<file path="src/rtl/comparator_seq_nbit_if.sv">
// Operand/result handshake bundle for comparator_seq_nbit.
// signed_mode exists only when CMP_SIGNED_EN is defined.
interface comparator_seq_nbit_if #(
  parameter int WIDTH = 16
);
  logic             in_valid;
  logic             in_ready;
  logic [WIDTH-1:0] A;
  logic [WIDTH-1:0] B;
`ifdef CMP_SIGNED_EN
  logic             signed_mode;
`endif
  logic             out_valid;
  logic             out_ready;
  logic             A_greater;
  logic             A_equal;
  logic             A_less;

`ifdef CMP_SIGNED_EN
  modport master (
    output in_valid, A, B, signed_mode, out_ready,
    input  in_ready, out_valid, A_greater, A_equal, A_less
  );
  modport slave (
    input  in_valid, A, B, signed_mode, out_ready,
    output in_ready, out_valid, A_greater, A_equal, A_less
  );
`else
  modport master (
    output in_valid, A, B, out_ready,
    input  in_ready, out_valid, A_greater, A_equal, A_less
  );
  modport slave (
    input  in_valid, A, B, out_ready,
    output in_ready, out_valid, A_greater, A_equal, A_less
  );
`endif
endinterface

</file>
<file path="src/rtl/comparator_seq_nbit.sv">
// Sequential MSB-first magnitude comparator, CHUNK bits per cycle, early exit.
// Optional two's-complement mode enabled by defining CMP_SIGNED_EN.
module comparator_seq_nbit #(
  parameter int WIDTH = 16,
  parameter int CHUNK = 4
) (
  input  logic                 clk,
  input  logic                 rst,
  comparator_seq_nbit_if.slave io_bus
);

  localparam int N    = WIDTH / CHUNK;
  localparam int IDXW = (N > 1) ? $clog2(N) : 1;

  typedef enum logic [1:0] {
    IDLE = 2'd0,
    CMP  = 2'd1,
    DONE = 2'd2
  } state_t;

  state_t                  r_state;
  state_t                  w_nextState;
  logic [WIDTH-1:0]        r_a;
  logic [WIDTH-1:0]        r_b;
  logic [IDXW-1:0]         r_idx;
  logic                    r_gt;
  logic                    r_eq;
  logic                    r_lt;

  logic [WIDTH-1:0]        w_capA;
  logic [WIDTH-1:0]        w_capB;
  logic [N-1:0][CHUNK-1:0] w_aChunks;
  logic [N-1:0][CHUNK-1:0] w_bChunks;
  logic [CHUNK-1:0]        w_chunkA;
  logic [CHUNK-1:0]        w_chunkB;
  logic                    w_inReady;
  logic                    w_accept;
  logic                    w_chunkGt;
  logic                    w_chunkLt;
  logic                    w_lastChunk;

  // Flipping both sign bits maps two's-complement order onto unsigned order.
`ifdef CMP_SIGNED_EN
  assign w_capA = io_bus.A ^ {io_bus.signed_mode, {(WIDTH-1){1'b0}}};
  assign w_capB = io_bus.B ^ {io_bus.signed_mode, {(WIDTH-1){1'b0}}};
`else
  assign w_capA = io_bus.A;
  assign w_capB = io_bus.B;
`endif

  assign w_aChunks   = r_a;
  assign w_bChunks   = r_b;
  assign w_chunkA    = w_aChunks[r_idx];
  assign w_chunkB    = w_bChunks[r_idx];
  assign w_chunkGt   = (w_chunkA > w_chunkB);
  assign w_chunkLt   = (w_chunkA < w_chunkB);
  assign w_lastChunk = (r_idx == '0);

  assign w_inReady = (r_state == IDLE) && !rst;
  assign w_accept  = w_inReady && io_bus.in_valid;

  assign io_bus.in_ready  = w_inReady;
  assign io_bus.out_valid = (r_state == DONE);
  assign io_bus.A_greater = r_gt;
  assign io_bus.A_equal   = r_eq;
  assign io_bus.A_less    = r_lt;

  always_ff @(posedge clk or posedge rst) begin
    if (rst) begin
      r_state <= IDLE;
    end else begin
      r_state <= w_nextState;
    end
  end

  always_comb begin
    w_nextState = r_state;
    case (r_state)
      IDLE: begin
        if (w_accept) w_nextState = CMP;
      end
      CMP: begin
        if (w_chunkGt || w_chunkLt || w_lastChunk) w_nextState = DONE;
      end
      DONE: begin
        if (io_bus.out_ready) w_nextState = IDLE;
      end
      default: w_nextState = IDLE;
    endcase
  end

  // Flags are cleared only by a new capture so they stay readable after DONE.
  always_ff @(posedge clk or posedge rst) begin
    if (rst) begin
      r_a   <= '0;
      r_b   <= '0;
      r_idx <= '0;
      r_gt  <= 1'b0;
      r_eq  <= 1'b0;
      r_lt  <= 1'b0;
    end else if (w_accept) begin
      r_a   <= w_capA;
      r_b   <= w_capB;
      r_idx <= IDXW'(N - 1);
      r_gt  <= 1'b0;
      r_eq  <= 1'b0;
      r_lt  <= 1'b0;
    end else if (r_state == CMP) begin
      if (w_chunkGt) begin
        r_gt <= 1'b1;
      end else if (w_chunkLt) begin
        r_lt <= 1'b1;
      end else if (w_lastChunk) begin
        r_eq <= 1'b1;
      end else begin
        r_idx <= r_idx - 1'b1;
      end
    end
  end

endmodule

</file>
<file path="src/flat_wrapper.sv">
// flat-port wrapper written by rule: the top's interface ports become plain ports
module comparator_seq_nbit_flat 
#(
  parameter int WIDTH = 16,
  parameter int CHUNK = 4
)
  (clk, rst, io_bus_in_valid, io_bus_A, io_bus_B, io_bus_out_ready, io_bus_in_ready, io_bus_out_valid, io_bus_A_greater, io_bus_A_equal, io_bus_A_less);
  comparator_seq_nbit_if #(.WIDTH(WIDTH)) io_bus_i ();
  input  logic clk;
  input  logic rst;
  input wire logic [$bits(io_bus_i.in_valid)-1:0] io_bus_in_valid;
  input wire logic [$bits(io_bus_i.A)-1:0] io_bus_A;
  input wire logic [$bits(io_bus_i.B)-1:0] io_bus_B;
  input wire logic [$bits(io_bus_i.out_ready)-1:0] io_bus_out_ready;
  output wire logic [$bits(io_bus_i.in_ready)-1:0] io_bus_in_ready;
  output wire logic [$bits(io_bus_i.out_valid)-1:0] io_bus_out_valid;
  output wire logic [$bits(io_bus_i.A_greater)-1:0] io_bus_A_greater;
  output wire logic [$bits(io_bus_i.A_equal)-1:0] io_bus_A_equal;
  output wire logic [$bits(io_bus_i.A_less)-1:0] io_bus_A_less;
  assign io_bus_i.in_valid = io_bus_in_valid;
  assign io_bus_i.A = io_bus_A;
  assign io_bus_i.B = io_bus_B;
  assign io_bus_i.out_ready = io_bus_out_ready;
  assign io_bus_in_ready = io_bus_i.in_ready;
  assign io_bus_out_valid = io_bus_i.out_valid;
  assign io_bus_A_greater = io_bus_i.A_greater;
  assign io_bus_A_equal = io_bus_i.A_equal;
  assign io_bus_A_less = io_bus_i.A_less;
  comparator_seq_nbit #(.WIDTH(WIDTH), .CHUNK(CHUNK)) u_core (.clk(clk), .rst(rst), .io_bus(io_bus_i));
endmodule
</file>
<file path="config.mk">
export PLATFORM = sky130hd
export DESIGN_NAME = comparator_seq_nbit_flat
export DESIGN_NICKNAME = d
export VERILOG_FILES = /design/src/rtl/comparator_seq_nbit_if.sv /design/src/rtl/comparator_seq_nbit.sv /design/src/flat_wrapper.sv
export SDC_FILE = /design/constraint.sdc
export NUM_CORES = 1
export LEC_CHECK = 0
export ABC_AREA = 0
export CORE_UTILIZATION = 53
export DETAILED_ROUTE_END_ITERATION = 10
export HOLD_SLACK_MARGIN = 0.02
export PLACE_DENSITY = 0.83
export SLEW_MARGIN = 25
export SYNTH_ARGS = -nofsm -noshare
export SYNTH_HDL_FRONTEND = slang
export SYNTH_SLANG_ARGS = --single-unit
</file>
<file path="constraint.sdc">
create_clock -name clk -period 3.5 [get_ports clk]
set_input_delay 0.7 -clock clk [delete_from_list [all_inputs] [get_ports clk]]
set_output_delay 0.7 -clock clk [all_outputs]
set_load 0.02 [all_outputs]
</file>
==> results.md <==
Floorplan:
- Measured along the x axis, the die boundary spans approximately 61 µm.
- From bottom edge to top edge, the die measures 61.1 µm.
- Once the floorplan was initialized, standard cells occupied 55.5% of the core.
- The core region is ~3300 µm².
- The count of pins on the block boundary is 41.
- The die area is 3730 µm².
- The number of standard-cell rows in the floorplan is 21.

Synthesis:
- Sequential cells were found to cover 52.7% of the synthesized design area.
- The average cell area after synthesis is 9.69 µm².
- Yosys mapped the design onto 23 distinct sky130hd cell types.
- The mapped netlist covers roughly 1900 µm².
- The total of flip-flops plus latches after synthesis is 39.
- For this run, the number of Yosys warnings is 0.
- The post-synthesis net count is roughly 230.
- The count of mapped cells out of synthesis is 191.

CTS:
- The hold buffer count at cts is 0.
- In this run, post-CTS repair resized a total of 0 instances.
- The number of setup buffers added after CTS is 0.
- Buffers inserted during clock tree synthesis total 5.
- The count of H-tree levels built during CTS is 2.
- TritonCTS built the clock tree.
- At the later pin of the worst-skew pair, clock insertion delay measures 0.33 ns.
- The cell at the root of the clock tree is sky130_fd_sc_hd__clkbuf_4.
- The clock tree buffer depth is 2.
- The clock drives 39 sinks.
- Clock-pin slew was measured on the worst setup and hold paths at 0.10 ns.

Power and ir drop:
- For this design the ratio of total power to cell area is 754 nW/µm².
- The share of total power dissipated in combinational logic is 42.7%.
- The share of total power dissipated in the clock network is 11.6%.
- The switching share of power is a little under two fifths.
- The internal cell power is approximately 1.1 mW.
- For this design the total switching power over the nets is 0.638 mW.
- The worst-case IR drop observed on VDD is 0.000382 V.
- The total power after layout is 1.74 mW.
- The static power due to leakage is 1.19 nW.
- The fraction of power consumed by sequential logic is 45.8%.

Placed design:
- The number of buffers inserted by port buffering is 40.
- The HPWL after detailed placement is 2580 µm.
- The congestion estimate from routability-driven global placement came to 0.768.

Global routing:
- For this run, the total global-route usage over all layers was measured as 22.1%.
- The initial antenna violation count is 0.
- Entering global routing, the biggest net connects 40 pins.
- For this run the aggregate overflow at the end of global routing stands at 0.
- The first global-routing pass estimated 5890 µm of wire.
- The number of global-route vias before repair is approximately 1400.

Timing:
- Clock skew on the completed layout was measured at 0.00413 ns.
- For the final routed database, the setup TNS stands at 0 ns.
- The final hold violation count is 0.
- In this run the tightest slew margin relative to its limit is 62.0%.
- The number of endpoints failing setup at the final stage is 0.
- In the finished design, the share of the clock period the worst path needs comes to 75.2%.
- At the pin with the least slew margin, the transition time is 0.569 ns.
- Based on the critical path, the design can be clocked at up to about 380 MHz.
- The count of pins over their slew limit was 0.
- Setup repair after global routing left no endpoint under its margin.
- Counting I/O delays and the setup requirement, the final critical path takes 2.63 ns.

Layout:
- The diode insertion count for antenna repair is 0.
- The share of final-layout standard cells stronger than drive strength 1 is 8.66%.
- For this run, the post-layout net count is 273.
- Relative to the synthesized area, the layout overhead comes to 24.6%.
- The utilization after layout is a little under 70%.

Critical path:
- The sort of element at the start of the critical path is a primary input.
- The data required time of the worst path is 2.80 ns.
- The element type at the critical path end is an output port.
- Data arrives at the worst endpoint at 1.93 ns.
- The classification of the worst setup path is primary input to output port.
- The maximum fanout encountered on the critical timing path is 3.

Routing:
- The average routed wire per standard cell is 12.6 µm.
- Summed over all layers, the routed wires come to 3500 µm.
- The number of DRC violations after detailed-routing iteration 0 is 49.
- Dividing the detail-routed via count by the number of cells gives 4.95.
- The vias after detailed routing is 1370.
- Once detail routing completed, the nets flagged for antenna violations numbered 0.
- After detailed routing, the number of remaining DRC violations is 0.
- The pre-antenna-repair detailed-routing pass consisted of 4 iterations.

Flow run:
- Across the run, the number of max-cap violations was 0.

Min path:
- The kind of path behind the tightest hold check is register to register.

Run status:
- The run finished with clean final reports.
[metrics by stage]
step / setup WS, ns / hold WS, ns / std cells / instance area [µm²]
after floorplan: 1.31 / 0.440 / 191 / 1850
after global placement: 0.892 / 0.454 / 271 / 2260
after detailed placement: 0.862 / 0.458 / 271 / 2260
after CTS: 0.857 / 0.483 / 277 / 2310
after global routing: 0.793 / 0.510 / 277 / 2310
final: 0.869 / 0.481 / 277 / 2310
[cells by family after synthesis]
logic type                 count (synthesis)  share of synthesized area [%]
and+or+nand+nor                          110                           23.9
DFF                                       39                           52.7
buffers and inverters                     19                           5.61
muxes                                     10                           10.8
AOI/OAI and AO/OA                          8                           3.52
adders and majority gates                  5                           3.38
[cell usage after synthesis]
library cell	instances	area, µm²
sky130_fd_sc_hd__a311oi_2	1	15.0
sky130_fd_sc_hd__and2_1	1	6.26
sky130_fd_sc_hd__nand2_1	101	379
sky130_fd_sc_hd__a32o_1	1	10.0
sky130_fd_sc_hd__a21oi_1	2	10.0
sky130_fd_sc_hd__mux4_2	8	180
sky130_fd_sc_hd__nor2b_1	1	6.26
sky130_fd_sc_hd__buf_6	3	33.8
sky130_fd_sc_hd__a21o_1	1	7.51
sky130_fd_sc_hd__nor3_2	1	10.0
sky130_fd_sc_hd__nor2_1	2	7.51
sky130_fd_sc_hd__o21ai_0	1	5.00
sky130_fd_sc_hd__a22o_1	1	8.76
sky130_fd_sc_hd__inv_1	10	37.5
sky130_fd_sc_hd__nand2b_2	1	8.76
sky130_fd_sc_hd__ha_1	5	62.6
sky130_fd_sc_hd__nand2b_1	2	12.5
sky130_fd_sc_hd__o2bb2ai_1	1	8.76
sky130_fd_sc_hd__nand4_2	1	12.5
sky130_fd_sc_hd__dfrtp_1	39	976
sky130_fd_sc_hd__buf_4	1	7.51
sky130_fd_sc_hd__mux2i_1	2	20.0
sky130_fd_sc_hd__buf_2	5	25.0
[cell usage in the layout, fill, tap and decap left out, types with 3 or more instances in the layout]
cell                              instances
sky130_fd_sc_hd__buf_4                    3
sky130_fd_sc_hd__ha_1                     5
sky130_fd_sc_hd__mux4_2                   8
sky130_fd_sc_hd__clkdlybuf4s50_1         40
sky130_fd_sc_hd__clkbuf_4                 5
sky130_fd_sc_hd__dfrtp_1                 39
sky130_fd_sc_hd__nand2_1                101
sky130_fd_sc_hd__inv_1                   10
[power by group through the flow]
stage                     Sequential [mW]  Clock, mW  Combinational (mW)
final                               0.796      0.201               0.741
after global routing                0.822      0.221               0.839
after CTS                           0.795      0.206               0.748
after detailed placement            0.801          0               0.747
after global placement              0.790          0               0.702
after floorplan                     0.753          0               0.581
[routing by layer]
layer / track usage, % / part of all wire [%] / up-vias
met1: 27.7 / 43 / 652
li1: - / - / 686
met3: 5.25 / 3.6 / 3
met4: 7.47 / 0.74 / 0
met5: 0 / 0 / -
met2: 37.7 / 52 / 29
[state kept, by name, indices dropped and copies added, names as in the netlist]
signal,flops
u_core.r_idx,2
u_core.io_bus.A_equal,1
u_core.io_bus.A_less,1
u_core.r_b,16
u_core.r_state,2
u_core.r_a,16
u_core.io_bus.A_greater,1
[cell type report]
type                    instances  area, µm²
multi-input cells             133        771
repair buffers                 43        423
inverters                      10       37.5
fillers                       269       1030
clock buffers                   6       41.3
flip-flops and latches         39        976
well taps                      46       57.6
[critical path: stages]
cell and delay [ns]:
sky130_fd_sc_hd__clkdlybuf4s50_1 0.44, sky130_fd_sc_hd__nor3_2 0.16, sky130_fd_sc_hd__clkdlybuf4s50_1 0.63
[final timing paths]
check / from / to / slack (ns) / cells after the start
min in group asynchronous: rst / u_core.r_b[10]$_DFFE_PP0P_ / 0.83 / 3
setup / recovery: rst / io_bus_in_ready / 0.87 / 3
max in group asynchronous: rst / u_core.r_b[9]$_DFFE_PP0P_ / 2.32 / 3
setup reg to reg: u_core.r_idx[0]$_DFFE_PP0P_ / u_core.r_idx[0]$_DFFE_PP0P_ / 0.98 / 6
hold reg to reg: u_core.r_b[13]$_DFFE_PP0P_ / u_core.r_b[13]$_DFFE_PP0P_ / 0.48 / 2
hold / removal: u_core.r_b[13]$_DFFE_PP0P_ / u_core.r_b[13]$_DFFE_PP0P_ / 0.48 / 2
No activity file was read; power rests on OpenSTA's default activity.
